`src/rtl/uart_rx_ctrl_pkg.sv`:
```
// Shared types for the receive-side controller: byte width and mode FSM encodings.
package uart_rx_ctrl_pkg;

   localparam int DATA_WIDTH = 8;

   typedef enum logic [1:0] {
      RXC_OFF   = 2'd0,
      RXC_ON    = 2'd1,
      RXC_FLUSH = 2'd2
   } rxc_state_e;

endpackage

```
`src/rtl/btn_debounce.sv`:
```
// Button conditioner: two-flop synchronizer, stability counter and a one-cycle
// pulse on each accepted rising level. Release is accepted silently.
module btn_debounce #(
   parameter int DEBOUNCE_CLKS = 125000
) (
   input  logic clk_i,
   input  logic rst_ni,
   input  logic btn_i,
   output logic press_o
);

   localparam int CW = (DEBOUNCE_CLKS > 1) ? $clog2(DEBOUNCE_CLKS) : 1;

   logic          sync1_q;
   logic          sync2_q;
   logic          level_q;
   logic          level_d;
   logic          level_dly_q;
   logic          press_q;
   logic [CW-1:0] cnt_q;
   logic [CW-1:0] cnt_d;

   // Count only while the synchronized level disagrees with the accepted one.
   always_comb begin
      level_d = level_q;
      cnt_d   = '0;
      if (sync2_q != level_q) begin
         if (cnt_q == CW'(DEBOUNCE_CLKS - 1)) begin
            level_d = sync2_q;
         end else begin
            cnt_d = cnt_q + CW'(1);
         end
      end
   end

   always_ff @(posedge clk_i or negedge rst_ni) begin
      if (!rst_ni) begin
         sync1_q     <= 1'b0;
         sync2_q     <= 1'b0;
         cnt_q       <= '0;
         level_q     <= 1'b0;
         level_dly_q <= 1'b0;
         press_q     <= 1'b0;
      end else begin
         sync1_q     <= btn_i;
         sync2_q     <= sync1_q;
         cnt_q       <= cnt_d;
         level_q     <= level_d;
         level_dly_q <= level_q;
         press_q     <= level_q & ~level_dly_q;
      end
   end

   assign press_o = press_q;

endmodule

```
`src/rtl/uart_rx_ctrl.sv`:
```
// Receive-mode controller: debounced toggle of uart_rx enable, FWFT byte FIFO
// with valid/ready output, sticky overflow, and drain-before-idle on disable.
module uart_rx_ctrl
   import uart_rx_ctrl_pkg::*;
#(
   parameter int DEBOUNCE_CLKS = 125000,
   parameter int FIFO_DEPTH    = 4
) (
   input  logic                        sysclk,
   input  logic                        i_rst_n,
   input  logic                        i_btn,
   output logic                        o_rx_en,
   input  logic                        i_rx_d,
   input  logic [DATA_WIDTH-1:0]       i_rx_byte,
   output logic [DATA_WIDTH-1:0]       o_data,
   output logic                        o_valid,
   input  logic                        i_ready,
   output logic [$clog2(FIFO_DEPTH):0] o_fill,
   output logic                        o_overflow,
   output logic                        o_busy
);

   localparam int PW = $clog2(FIFO_DEPTH);
   localparam int FW = PW + 1;

   rxc_state_e            state_q;
   rxc_state_e            state_d;
   logic                  press;
   logic [DATA_WIDTH-1:0] mem_q [FIFO_DEPTH];
   logic [PW-1:0]         wr_ptr_q;
   logic [PW-1:0]         rd_ptr_q;
   logic [FW-1:0]         fill_q;
   logic [FW-1:0]         fill_d;
   logic                  overflow_q;
   logic                  overflow_d;
   logic                  valid_q;
   logic                  rx_en_q;
   logic                  busy_q;
   logic                  push_req;
   logic                  pop;
   logic                  full;
   logic                  wr_en;

   btn_debounce #(
      .DEBOUNCE_CLKS (DEBOUNCE_CLKS)
   ) u_debounce (
      .clk_i   (sysclk),
      .rst_ni  (i_rst_n),
      .btn_i   (i_btn),
      .press_o (press)
   );

   assign full     = (fill_q == FW'(FIFO_DEPTH));
   assign push_req = i_rx_d && (state_q == RXC_ON);
   assign pop      = valid_q && i_ready;
   // A full FIFO still takes the byte when the head leaves in the same cycle.
   assign wr_en    = push_req && (!full || pop);

   always_comb begin
      state_d    = state_q;
      overflow_d = overflow_q;
      case (state_q)
         RXC_OFF: begin
            if (press) begin
               state_d    = RXC_ON;
               overflow_d = 1'b0;
            end
         end
         RXC_ON: begin
            if (press) begin
               state_d = RXC_FLUSH;
            end
            if (push_req && full && !pop) begin
               overflow_d = 1'b1;
            end
         end
         RXC_FLUSH: begin
            if (fill_q == '0) begin
               state_d = RXC_OFF;
            end
         end
         default: begin
            state_d = RXC_OFF;
         end
      endcase
   end

   always_comb begin
      fill_d = fill_q;
      case ({wr_en, pop})
         2'b10:   fill_d = fill_q + FW'(1);
         2'b01:   fill_d = fill_q - FW'(1);
         default: fill_d = fill_q;
      endcase
   end

   always_ff @(posedge sysclk or negedge i_rst_n) begin
      if (!i_rst_n) begin
         state_q    <= RXC_OFF;
         wr_ptr_q   <= '0;
         rd_ptr_q   <= '0;
         fill_q     <= '0;
         overflow_q <= 1'b0;
         valid_q    <= 1'b0;
         rx_en_q    <= 1'b0;
         busy_q     <= 1'b0;
      end else begin
         state_q    <= state_d;
         fill_q     <= fill_d;
         overflow_q <= overflow_d;
         valid_q    <= (fill_d != '0);
         rx_en_q    <= (state_d == RXC_ON);
         busy_q     <= (state_d != RXC_OFF);
         if (wr_en) begin
            wr_ptr_q <= wr_ptr_q + PW'(1);
         end
         if (pop) begin
            rd_ptr_q <= rd_ptr_q + PW'(1);
         end
      end
   end

   // Storage needs no reset: o_data is masked until an entry is valid.
   always_ff @(posedge sysclk) begin
      if (wr_en) begin
         mem_q[wr_ptr_q] <= i_rx_byte;
      end
   end

   assign o_data     = valid_q ? mem_q[rd_ptr_q] : '0;
   assign o_valid    = valid_q;
   assign o_fill     = fill_q;
   assign o_overflow = overflow_q;
   assign o_rx_en    = rx_en_q;
   assign o_busy     = busy_q;

endmodule

```
`config.mk`:
```
export PLATFORM = sky130hd
export DESIGN_NAME = uart_rx_ctrl
export DESIGN_NICKNAME = d
export VERILOG_FILES = /design/src/rtl/uart_rx_ctrl_pkg.sv /design/src/rtl/btn_debounce.sv /design/src/rtl/uart_rx_ctrl.sv
export SDC_FILE = /design/constraint.sdc
export NUM_CORES = 1
export LEC_CHECK = 0
export ABC_AREA = 1
export BUFFER_PORTS_ARGS = -buffer_cell sky130_fd_sc_hd__buf_2
export CAP_MARGIN = 20
export CORE_ASPECT_RATIO = 1.5
export CORE_MARGIN = 10
export CORE_UTILIZATION = 30
export DETAILED_ROUTE_END_ITERATION = 7
export SYNTH_ARGS = -nofsm -noshare
export SYNTH_HDL_FRONTEND = slang
export SYNTH_SLANG_ARGS = --single-unit
```
`constraint.sdc`:
```
create_clock -name sysclk -period 2.2 [get_ports sysclk]
set_input_delay 0.22 -clock sysclk [delete_from_list [all_inputs] [get_ports sysclk]]
set_output_delay 0.22 -clock sysclk [all_outputs]
set_load 0.05 [all_outputs]
```
==> results of run 1 <==
==> state kept, by name, summed over array words and instances, names as in the netlist, 2 cells and up <==
register,flops
u_debounce.cnt_q,17
wr_ptr_q,2
rd_ptr_q,2
o_fill,3
state_q,2
mem_q,32
==> power groups by stage <==
stage	Combinational, mW	Sequential, mW	Clock [mW]
5_1_grt	1.41	1.50	1.49
3_5_place_dp	1.31	1.51	0
3_3_place_gp	1.29	1.50	0
4_1_cts	1.31	1.49	1.44
6_report	1.29	1.49	1.40
2_1_floorplan	0.961	1.56	0
==> logic make-up (layout without fill, tap and decap cells) <==
family | Yosys count | count (layout) | synth area share [%]
fa+ha+maj | 6 | 6 | 2.72
xor+xnor | 6 | 6 | 1.98
compound gates | 43 | 43 | 7.83
buf+inv | 35 | 78 | 4.70
simple gates | 149 | 149 | 22.3
flops | 67 | 67 | 60.5
==> final timing paths <==
kind	start	to	slack (ns)
hold reg to reg	u_debounce.sync1_q$_DFF_PN0_	u_debounce.sync2_q$_DFF_PN0_	0.35
max in group asynchronous	i_rst_n	u_debounce.cnt_q[13]$_DFF_PN0_	1.73
hold / removal	i_rst_n	u_debounce.cnt_q[16]$_DFF_PN0_	-0.03
min in group sysclk	i_rx_byte[4]	mem_q[3][4]$_DFFE_PP_	0.11
setup reg to reg	o_valid$_DFF_PN0_	o_valid$_DFF_PN0_	0.46
setup / recovery	rd_ptr_q[0]$_DFFE_PN0N_	o_data[4]	0.17
==> cell type report <==
type                       count  share of cell area, %
clock buffer                  13                   7.76
clock inverter                 3                  0.552
inverter                      30                   3.10
multi-input combinational    204                   29.1
sequential                    67                   50.6
tap                          115                   3.97
timing repair buffer          32                   4.83
==> cell usage in the layout (no fill, tap or decap), drive strengths merged, types with 6 or more instances in the layout <==
| master | count |
|---|---|
| nor2 | 75 |
| nand2 | 49 |
| dfrtp | 35 |
| edfxtp | 32 |
| buf | 31 |
| inv | 30 |
| o21ai | 21 |
| a21oi | 16 |
| nand3 | 13 |
| clkbuf | 13 |
| nand4 | 6 |
==> metal layers <==
layer  vias up  GRT usage (%)  wire length (µm)
met5         -              0                 0
met3         9           2.95               295
met1      1034           9.56              2580
met2        42           16.2              3290
li1       1085              -                 -
met4         0           4.32               112
==> stage by stage <==
stage	setup WS, ns	instances	power, mW	cell area [µm²]	util (%)
after floorplan	0.260	306	2.52	3040	-
after global placement	0.471	447	2.79	3320	33.8
after detailed placement	0.467	447	2.82	3320	33.8
after CTS	0.108	464	4.24	3630	37.0
after global routing	0.0251	464	4.40	3630	37.0
final	0.172	464	4.18	3630	37.0
==> what timing repair did <==
| action | 4_1_cts | 5_1_grt |
|---|---|---|
| hold buffers | 1 | 0 |
| endpoints found under the hold margin | 1 | 0 |
| resized for setup | 0 | 0 |
| buffers inserted | 0 | 0 |
==> critical path: cells and delay by family (launching register included) <==
| family | cells | cell delay [ns] |
|---|---|---|
| buffers and inverters | 2 | 0.59 |
| DFF | 1 | 0.56 |
| AOI/OAI and AO/OA | 2 | 0.33 |
==> key figures, run 1 <==
Run status
  • Status: complete, but fails checks
  • Failing checks: hold timing

Pwr
  • Sequential Power Share: 35.6%
  • Switching power: 1.60 mW
  • Pwr/cell area: 1150 mW/mm²
  • Clock share of power: 33.5%
  • Worst IR Drop VDD: 0.000522 V
  • Leakage: 1.52 nW
  • Comb pwr share: 30.9%
  • Sw frac: 38.3%
  • Int Pwr: 2.58 mW

Critical path
  • Startpoint types: flop
  • CP peak stage delay: 0.56 ns
  • Kind of critical path: flop to output pin
  • Max FO, Critical Path: 18
  • Slowest stage cell, crit path: dfrtp_1
  • Critical path arrival: 1.81 ns
  • Worst path required time: 1.98 ns
  • Critical path endpoint category: output pin
  • Crit-path cells: inv_2 -> o21ai_0 -> a21oi_1 -> buf_2
  • R2R cell count: 10

Timing
  • Final setup fails: 0
  • TNS Setup: 0 ns
  • Hold Slack: -0.0273 ns
  • Worst Max-Slew Pin Slew: 0.777 ns
  • RSZ-0062 raised after global routing: false
  • Clock Skews: 0.00445 ns
  • Final Slew Violations: 0
  • Rel. slew slack: 48.2%
  • Tmin final: 2.03 ns
  • Final period utilization: 92.2%
  • Final hold violation count: 35
  • Maximum clock rate: 493 MHz

Drt
  • DRC violations left: 0
  • Final ANT Viol Nets: 0
  • Routed wire per std cell: 13.5 µm
  • Drt pass-1 iters: 4
  • Via count: 2170
  • DRT iter0 DRCs: 90
  • DR vias/cell: 4.68
  • DRT Wirelength: 6.27 mm

Placed design
  • Post-detail-place hpwl: 4.59 mm
  • I/O Buffers: 27
  • RePlAce Congestion: 0.822

Floorplan
  • DIE HEIGHT: 143 µm
  • Starting density of the core: 31.0%
  • Io pins: 28
  • Cell Rows: 44
  • DIE WIDTH: 102 µm
  • Die area: 0.0146 mm²
  • Core footprint: 0.00980 mm²

Global routing
  • Congestion Overflow GR: 0
  • Antenna violations before repair: 0
  • Total GRT Usage: 9.19%
  • Vias in the first global route: 2250
  • Largest net degree at the start of global routing: 36
  • First-pass GRT wire length: 10.6 mm

Clock tree
  • Max H-tree Level: 3
  • CTS Buf Count: 9
  • Clock buffer depth: 2
  • Clk_lat worst skew: 0.33 ns
  • Reg clk slew, reported paths: 0.05 ns
  • Root Driver: clkbuf_16
  • Clk sinks: 67
  • CTS tree: done

Logic synthesis
  • Post-synth top flop: dfrtp_1
  • Register area share after synthesis: 60.5%
  • Avg Cell Area, Syn: 9.92 µm²
  • Leading area contributor after synthesis: edfxtp_1
  • Top cell type's share of synthesized area: 31.6%
  • Synth top area cells: edfxtp_1 32%, dfrtp_1 29%, nor2_1 8.5%
  • Unique masters post-synth: 33
  • Post-synth EDFFs: 32
  • Register bit total from synthesis: 67
  • List of most frequent post-synthesis cells: 69 x nor2_1, 45 x nand2_1, 35 x dfrtp_1
  • Yosys synthesis warning count: 0
  • Asr flop ratio synth: 52.2%
  • Syn_nets: 325
  • Mapped Area: 0.00304 mm²
  • Syn Inst Count: 306
  • Most frequent cell after synthesis: nor2_1

Cells and area
  • Sequential cell area: 0.00184 mm²
  • Diode count: 0
  • Fillers: 966
  • Layout cell share with drive strength beyond 1: 18.6%
  • P&R area growth vs syn: 19.4%
  • Multi-input logic area: 0.00106 mm²
  • Nets: 363

Flow run
  • Max-cap violations: 0

Min path
  • Min-delay worst type: input port to async pin
Power figures use the tool's default switching activity.
==> run 2: changes to the inputs <==
--- a/config.mk
+++ b/config.mk
@@ -12,6 +12,8 @@
 export CORE_MARGIN = 10
 export CORE_UTILIZATION = 30
 export DETAILED_ROUTE_END_ITERATION = 7
+export HOLD_SLACK_MARGIN = 0.03
+export SETUP_SLACK_MARGIN = 0.3
 export SYNTH_ARGS = -nofsm -noshare
 export SYNTH_HDL_FRONTEND = slang
 export SYNTH_SLANG_ARGS = --single-unit
==> key figures, run 2 (synthesis results as in run 1) <==
Run status
  • Status: finished clean

Critical path
  • R2R cell count: 10
  • Worst path required time: 1.98 ns
  • RR Startpoint: o_valid$_DFF_PN0_
  • CP endpoint: o_data[3]
  • Kind of critical path: flop to output pin
  • Slack of the worst reg-to-reg path: 0.50 ns
  • Critical Path Stages: 6
  • Critical path buffers and inverters: 2
  • Slowest stage cell, crit path: dfrtp_2
  • Critical path arrival: 1.62 ns
  • Crit-path cells: buf_2 -> nor2_1 -> nor2_1 -> o21ai_0 -> a21oi_1 -> buf_4
  • Worst R2R End: o_valid$_DFF_PN0_
  • Startpoint types: flop
  • Critical Path Source: rd_ptr_q[0]$_DFFE_PN0N_
  • Most frequent cell on the critical path: nor2_1
  • Max FO, Critical Path: 8
  • Critical path endpoint category: output pin
  • Critical path's top delay family: flip-flops
  • CP peak stage delay: 0.46 ns

Drt
  • Drt pass-1 iters: 4
  • DRT Wirelength: 6.22 mm
  • DRT iter0 DRCs: 59
  • DR vias/cell: 4.56
  • DRC violations left: 0
  • Routed wire per std cell: 13.3 µm
  • Via count: 2136
  • Final ANT Viol Nets: 0

Cells and area
  • Diode count: 0
  • P&R area growth vs syn: 21.7%
  • Nets: 367
  • Most frequent cells in the layout: 69 x nor2_1, 45 x nand2_1, 33 x dfrtp_1
  • Layout cell share with drive strength beyond 1: 20.1%
  • Commonest non-fill, non-tap cell in the layout: nor2_1
  • Max reg flops: 32
  • Biggest register: mem_q

Pwr
  • Total design power: 4.40 mW
  • Worst IR Drop VDD: 0.000436 V
  • Pwr/cell area: 1190 mW/mm²
  • Leakage: 1.55 nW

Placed design
  • RePlAce Congestion: 0.831
  • Post-detail-place hpwl: 4.38 mm
  • I/O Buffers: 27

Floorplan
  • Core footprint: 0.00980 mm²
  • Starting density of the core: 31.0%
  • DIE WIDTH: 102 µm
  • DIE HEIGHT: 143 µm
  • Die area: 0.0146 mm²
  • Cell Rows: 44
  • Io pins: 28

Timing
  • Tmin final: 1.84 ns
  • TNS Setup: 0 ns
  • Rel. slew slack: 46.3%
  • Hold Slack: 0.116 ns
  • RSZ-0062 raised after global routing: false
  • Maximum clock rate: 544 MHz
  • Worst Max-Slew Pin Slew: 0.805 ns
  • Clock Skews: 0.00395 ns
  • Final Slew Violations: 0
  • Final period utilization: 83.5%
  • Final hold violation count: 0
  • Final setup fails: 0

Global routing
  • Antenna violations before repair: 0
  • Congestion Overflow GR: 0
  • Vias in the first global route: 2194
  • Total GRT Usage: 9.14%
  • First-pass GRT wire length: 10.5 mm
  • Largest net degree at the start of global routing: 36

Clock tree
  • Max H-tree Level: 3
  • Root Driver: clkbuf_16
  • Clk sinks: 67
  • CTS Buf Count: 9
  • Reg clk slew, reported paths: 0.05 ns
  • CTS tree: done
  • Clock buffer depth: 2
  • Clk_lat worst skew: 0.32 ns

Flow run
  • Max-cap violations: 0

Min path
  • Min-delay worst type: input port to flop
-- run 2: changes by cell type in the layout (fill, tap and decap cells not counted), sizes merged --
cell / delta
clkinv: +3
bufinv: +2
clkbuf: -1
dlygate4sd3: +1
inv: -1
-- run 2: timing repair --
action,CTS,global route
hold endpoints to repair,36,0
setup buffers,0,1
endpoints found under the setup margin,8,9
hold buffers,2,0
resized for setup,2,11
-- run 2: layout make-up --
type	instances	area, µm²
tap	115	144
timing repair buffer	36	223
sequential	67	1840
clock inverter	7	92.6
fill	956	6100
clock buffer	9	225
multi-input combinational	204	1060
inverter	30	114
-- run 2: worst min path at each step --
stage / start / to / slack [ns] / depth (start not counted)
final: i_rx_byte[6] / mem_q[0][6]$_DFFE_PP_ / 0.12 / 1
after global routing: i_rx_byte[2] / mem_q[2][2]$_DFFE_PP_ / 0.11 / 1
after CTS: i_rx_byte[6] / mem_q[1][6]$_DFFE_PP_ / 0.11 / 1
after detailed placement: i_btn / u_debounce.sync1_q$_DFF_PN0_ / 0.33 / 1
after global placement: i_btn / u_debounce.sync1_q$_DFF_PN0_ / 0.33 / 1
after floorplan: i_rst_n / o_busy$_DFF_PN0_ / -0.08 / 0
-- run 2: layer usage --
metal / GRT usage (%) / up-vias / share of wire (%)
li1: - / 1100 / -
met1: 10.2 / 1005 / 44
met2: 15.9 / 25 / 52
met3: 1.93 / 6 / 3.2
met4: 4.47 / 0 / 1.2
met5: 0 / - / 0
-- run 2: where the power goes --
group	internal, mW	switching (mW)	leakage [nW]
clock network	0.987	0.518	0.149
logic	0.401	1.05	0.667
registers	1.38	0.0696	0.734
-- run 2: through the flow --
step,std cells,cell area [µm²],utilization (%),setup WS (ns)
after floorplan,306,3040,-,0.308
after global placement,449,3330,34.0,0.483
after detailed placement,449,3330,34.0,0.434
after CTS,467,3670,37.5,0.309
after global routing,468,3690,37.7,0.307
final,468,3690,37.7,0.363
==> run 3: changes to the inputs <==
--- a/config.mk
+++ b/config.mk
@@ -5,7 +5,7 @@
 export SDC_FILE = /design/constraint.sdc
 export NUM_CORES = 1
 export LEC_CHECK = 0
-export ABC_AREA = 1
+export ABC_AREA = 0
 export BUFFER_PORTS_ARGS = -buffer_cell sky130_fd_sc_hd__buf_2
 export CAP_MARGIN = 20
 export CORE_ASPECT_RATIO = 1.5
==> constraint.sdc (replaced) <==
create_clock -name sysclk -period 1.7 [get_ports sysclk]
set_input_delay 0.17 -clock sysclk [delete_from_list [all_inputs] [get_ports sysclk]]
set_output_delay 0.17 -clock sysclk [all_outputs]
set_load 0.05 [all_outputs]
==> key figures, run 3 <==
Timing
  • Setup WS post-layout: -0.143 ns
  • Tmin final: 1.84 ns
  • RSZ-0062 raised after global routing: true
  • TNS Setup: -1.04 ns
  • Final setup fails: 9
  • Maximum clock rate: 543 MHz
  • Final period utilization: 108%
  • Worst Max-Slew Pin Slew: 0.520 ns
  • Rel. slew slack: 65.3%
  • Clock Skews: 0.00365 ns
  • Final hold violation count: 0
  • Final Slew Violations: 0

Clock tree
  • Root Driver: clkbuf_16
  • Clk sinks: 67
  • Clock buffer depth: 2
  • Max H-tree Level: 3
  • Reg clk slew, reported paths: 0.05 ns
  • CTS tree: done
  • CTS Buf Count: 9
  • Clk_lat worst skew: 0.32 ns

Logic synthesis
  • Yosys synthesis warning count: 0
  • Unique masters post-synth: 49
  • Avg Cell Area, Syn: 13.9 µm²
  • Synth top area cells: edfxtp_1 32%, dfrtp_1 29%, mux4_2 6.0%
  • Asr flop ratio synth: 52.2%
  • Most frequent cell after synthesis: dfrtp_1
  • Syn_nets: 235
  • Mapped Area: 0.00301 mm²
  • List of most frequent post-synthesis cells: 35 x dfrtp_1, 32 x edfxtp_1, 20 x nor2_1
  • Register area share after synthesis: 61.0%
  • Top cell type's share of synthesized area: 31.9%
  • Syn Inst Count: 216
  • Register bit total from synthesis: 67
  • Leading area contributor after synthesis: edfxtp_1
  • Post-synth top flop: dfrtp_1
  • Post-synth EDFFs: 32

Run status
  • Status: complete, but fails checks
  • Failing checks: setup timing

Placed design
  • I/O Buffers: 27
  • Post-detail-place hpwl: 4.30 mm
  • RePlAce Congestion: 0.793

Cells and area
  • Most frequent cells in the layout: 32 x edfxtp_1, 28 x buf_4, 25 x dfrtp_1
  • Layout Utilization: 45.4%
  • P&R area growth vs syn: 46.8%
  • Nets: 313
  • Max reg flops: 32
  • Biggest register: mem_q
  • Diode count: 0
  • Commonest non-fill, non-tap cell in the layout: edfxtp_1
  • Layout cell share with drive strength beyond 1: 55.9%

Drt
  • Routed wire per std cell: 16.1 µm
  • DR vias/cell: 4.91
  • DRT Wirelength: 6.67 mm
  • Drt pass-1 iters: 4
  • DRT iter0 DRCs: 39
  • DRC violations left: 0
  • Via count: 2031
  • Final ANT Viol Nets: 0

Floorplan
  • Cell Rows: 44
  • Io pins: 28
  • Die area: 0.0145 mm²
  • DIE WIDTH: 102 µm
  • Starting density of the core: 30.9%
  • Core footprint: 0.00974 mm²
  • DIE HEIGHT: 143 µm

Flow run
  • Max-cap violations: 0

Min path
  • HP Start: i_rx_byte[2]
  • Min-delay worst type: input port to flop
  • WHS Endpoint: mem_q[0][2]$_DFFE_PP_
  • Hold path cells: 1

Critical path
  • Slowest stage cell, crit path: mux4_2
  • Critical path buffers and inverters: 2
  • Slack of the worst reg-to-reg path: -0.01 ns
  • Critical path endpoint category: output pin
  • Max FO, Critical Path: 4
  • Critical path arrival: 1.67 ns
  • Startpoint types: flop
  • R2R cell count: 6
  • Kind of critical path: flop to output pin
  • Worst path required time: 1.53 ns
  • CP peak stage delay: 0.49 ns
  • RR Startpoint: o_valid$_DFF_PN0_
  • Critical path's top delay family: multiplexers
  • Worst R2R End: o_valid$_DFF_PN0_
  • Crit-path cells: clkbuf_16 -> mux4_2 -> and2_4 -> buf_8

Global routing
  • Antenna violations before repair: 0
  • Total GRT Usage: 9.06%
  • Congestion Overflow GR: 0
  • First-pass GRT wire length: 10.2 mm
  • Vias in the first global route: 2011
  • Largest net degree at the start of global routing: 22

Pwr
  • Leakage: 1.74 nW
  • Pwr/cell area: 1460 mW/mm²
  • Worst IR Drop VDD: 0.000539 V
==> run 3: changes by cell type in the layout (fill, tap and decap cells not counted), sizes merged, moves of 12 or more <==
cell | before | now
xnor2 | 1 | 13
inv | 29 | 5
nor2 | 75 | 20
o21ai | 21 | 6
and2 | 1 | 14
a21oi | 16 | 2
buf | 31 | 68
nand2 | 49 | 14
==> run 3: metal layers <==
metal  vias up  track usage [%]  wire (µm)
li1        948                -          -
met2        35             15.9       3790
met3         7             3.24        272
met4         0             4.01         78
met5         -                0          0
met1      1041             9.41       2530
==> run 3: layout make-up <==
cell class	instances	area (µm²)
timing repair buffer	72	669
inverter	5	18.8
clock inverter	4	51.3
sequential	67	1850
tap	115	144
multi-input combinational	139	1450
clock buffer	12	236
fill	846	5330
==> run 3: timing repair <==
action,4_1_cts,5_1_grt
hold buffers,2,0
setup endpoints to repair,59,61
gates resized for setup,39,69
gates cloned,1,2
pin swaps,10,32
buffers inserted,10,15
endpoints found under the hold margin,20,0
==> run 3: how the worst max path moves through the flow <==
stage,to,slack [ns],startpoint,cells past startpoint
floorplan,o_valid$_DFF_PN0_,-0.34,o_valid$_DFF_PN0_,7
global placement,o_valid$_DFF_PN0_,0.0008,state_q[0]$_DFF_PN0_,6
detailed placement,o_valid$_DFF_PN0_,-0.05,state_q[0]$_DFF_PN0_,6
CTS,o_data[2],-0.16,rd_ptr_q[0]$_DFFE_PN0N_,4
global route,o_data[2],-0.20,rd_ptr_q[0]$_DFFE_PN0N_,4
finish,o_data[4],-0.14,rd_ptr_q[0]$_DFFE_PN0N_,4
==> run 3: kinds of logic after synthesis <==
family          share of synthesized area (%)
buf+inv                                  1.83
xor+xnor                                 6.11
mux                                      7.02
compound gates                           4.12
fa+ha+maj                                2.74
simple gates                             17.2
flops                                    61.0
==> run 3: through the flow <==
stage | area, µm² | worst slack [ns] | total power [mW] | hold slack [ns] | cells
finish | 4420 | -0.143 | 6.46 | 0.0607 | 414
global placement | 3430 | 0.000807 | 3.91 | 0.166 | 368
detailed placement | 3430 | -0.0519 | 3.94 | 0.159 | 368
global route | 4420 | -0.196 | 6.75 | 0.0576 | 414
CTS | 3960 | -0.159 | 6.10 | 0.0462 | 397
floorplan | 3070 | -0.340 | 3.45 | -0.126 | 216
==> run 3: worst register-to-register path, delay by kind of cell (launching register included) <==
family,cells,cell delay [ns]
adder cells (fa/ha/maj),1,0.54
AO/OA/AOI/OAI,2,0.42
flip-flops,1,0.37
AND/OR/NAND/NOR,3,0.27
==> run 3: power breakdown <==
group / internal (mW) / total, mW / switching (mW)
Clock: 1.13 / 1.77 / 0.631
Sequential: 1.80 / 1.94 / 0.143
Combinational: 1.36 / 2.75 / 1.39
Total: 4.29 / 6.46 / 2.17
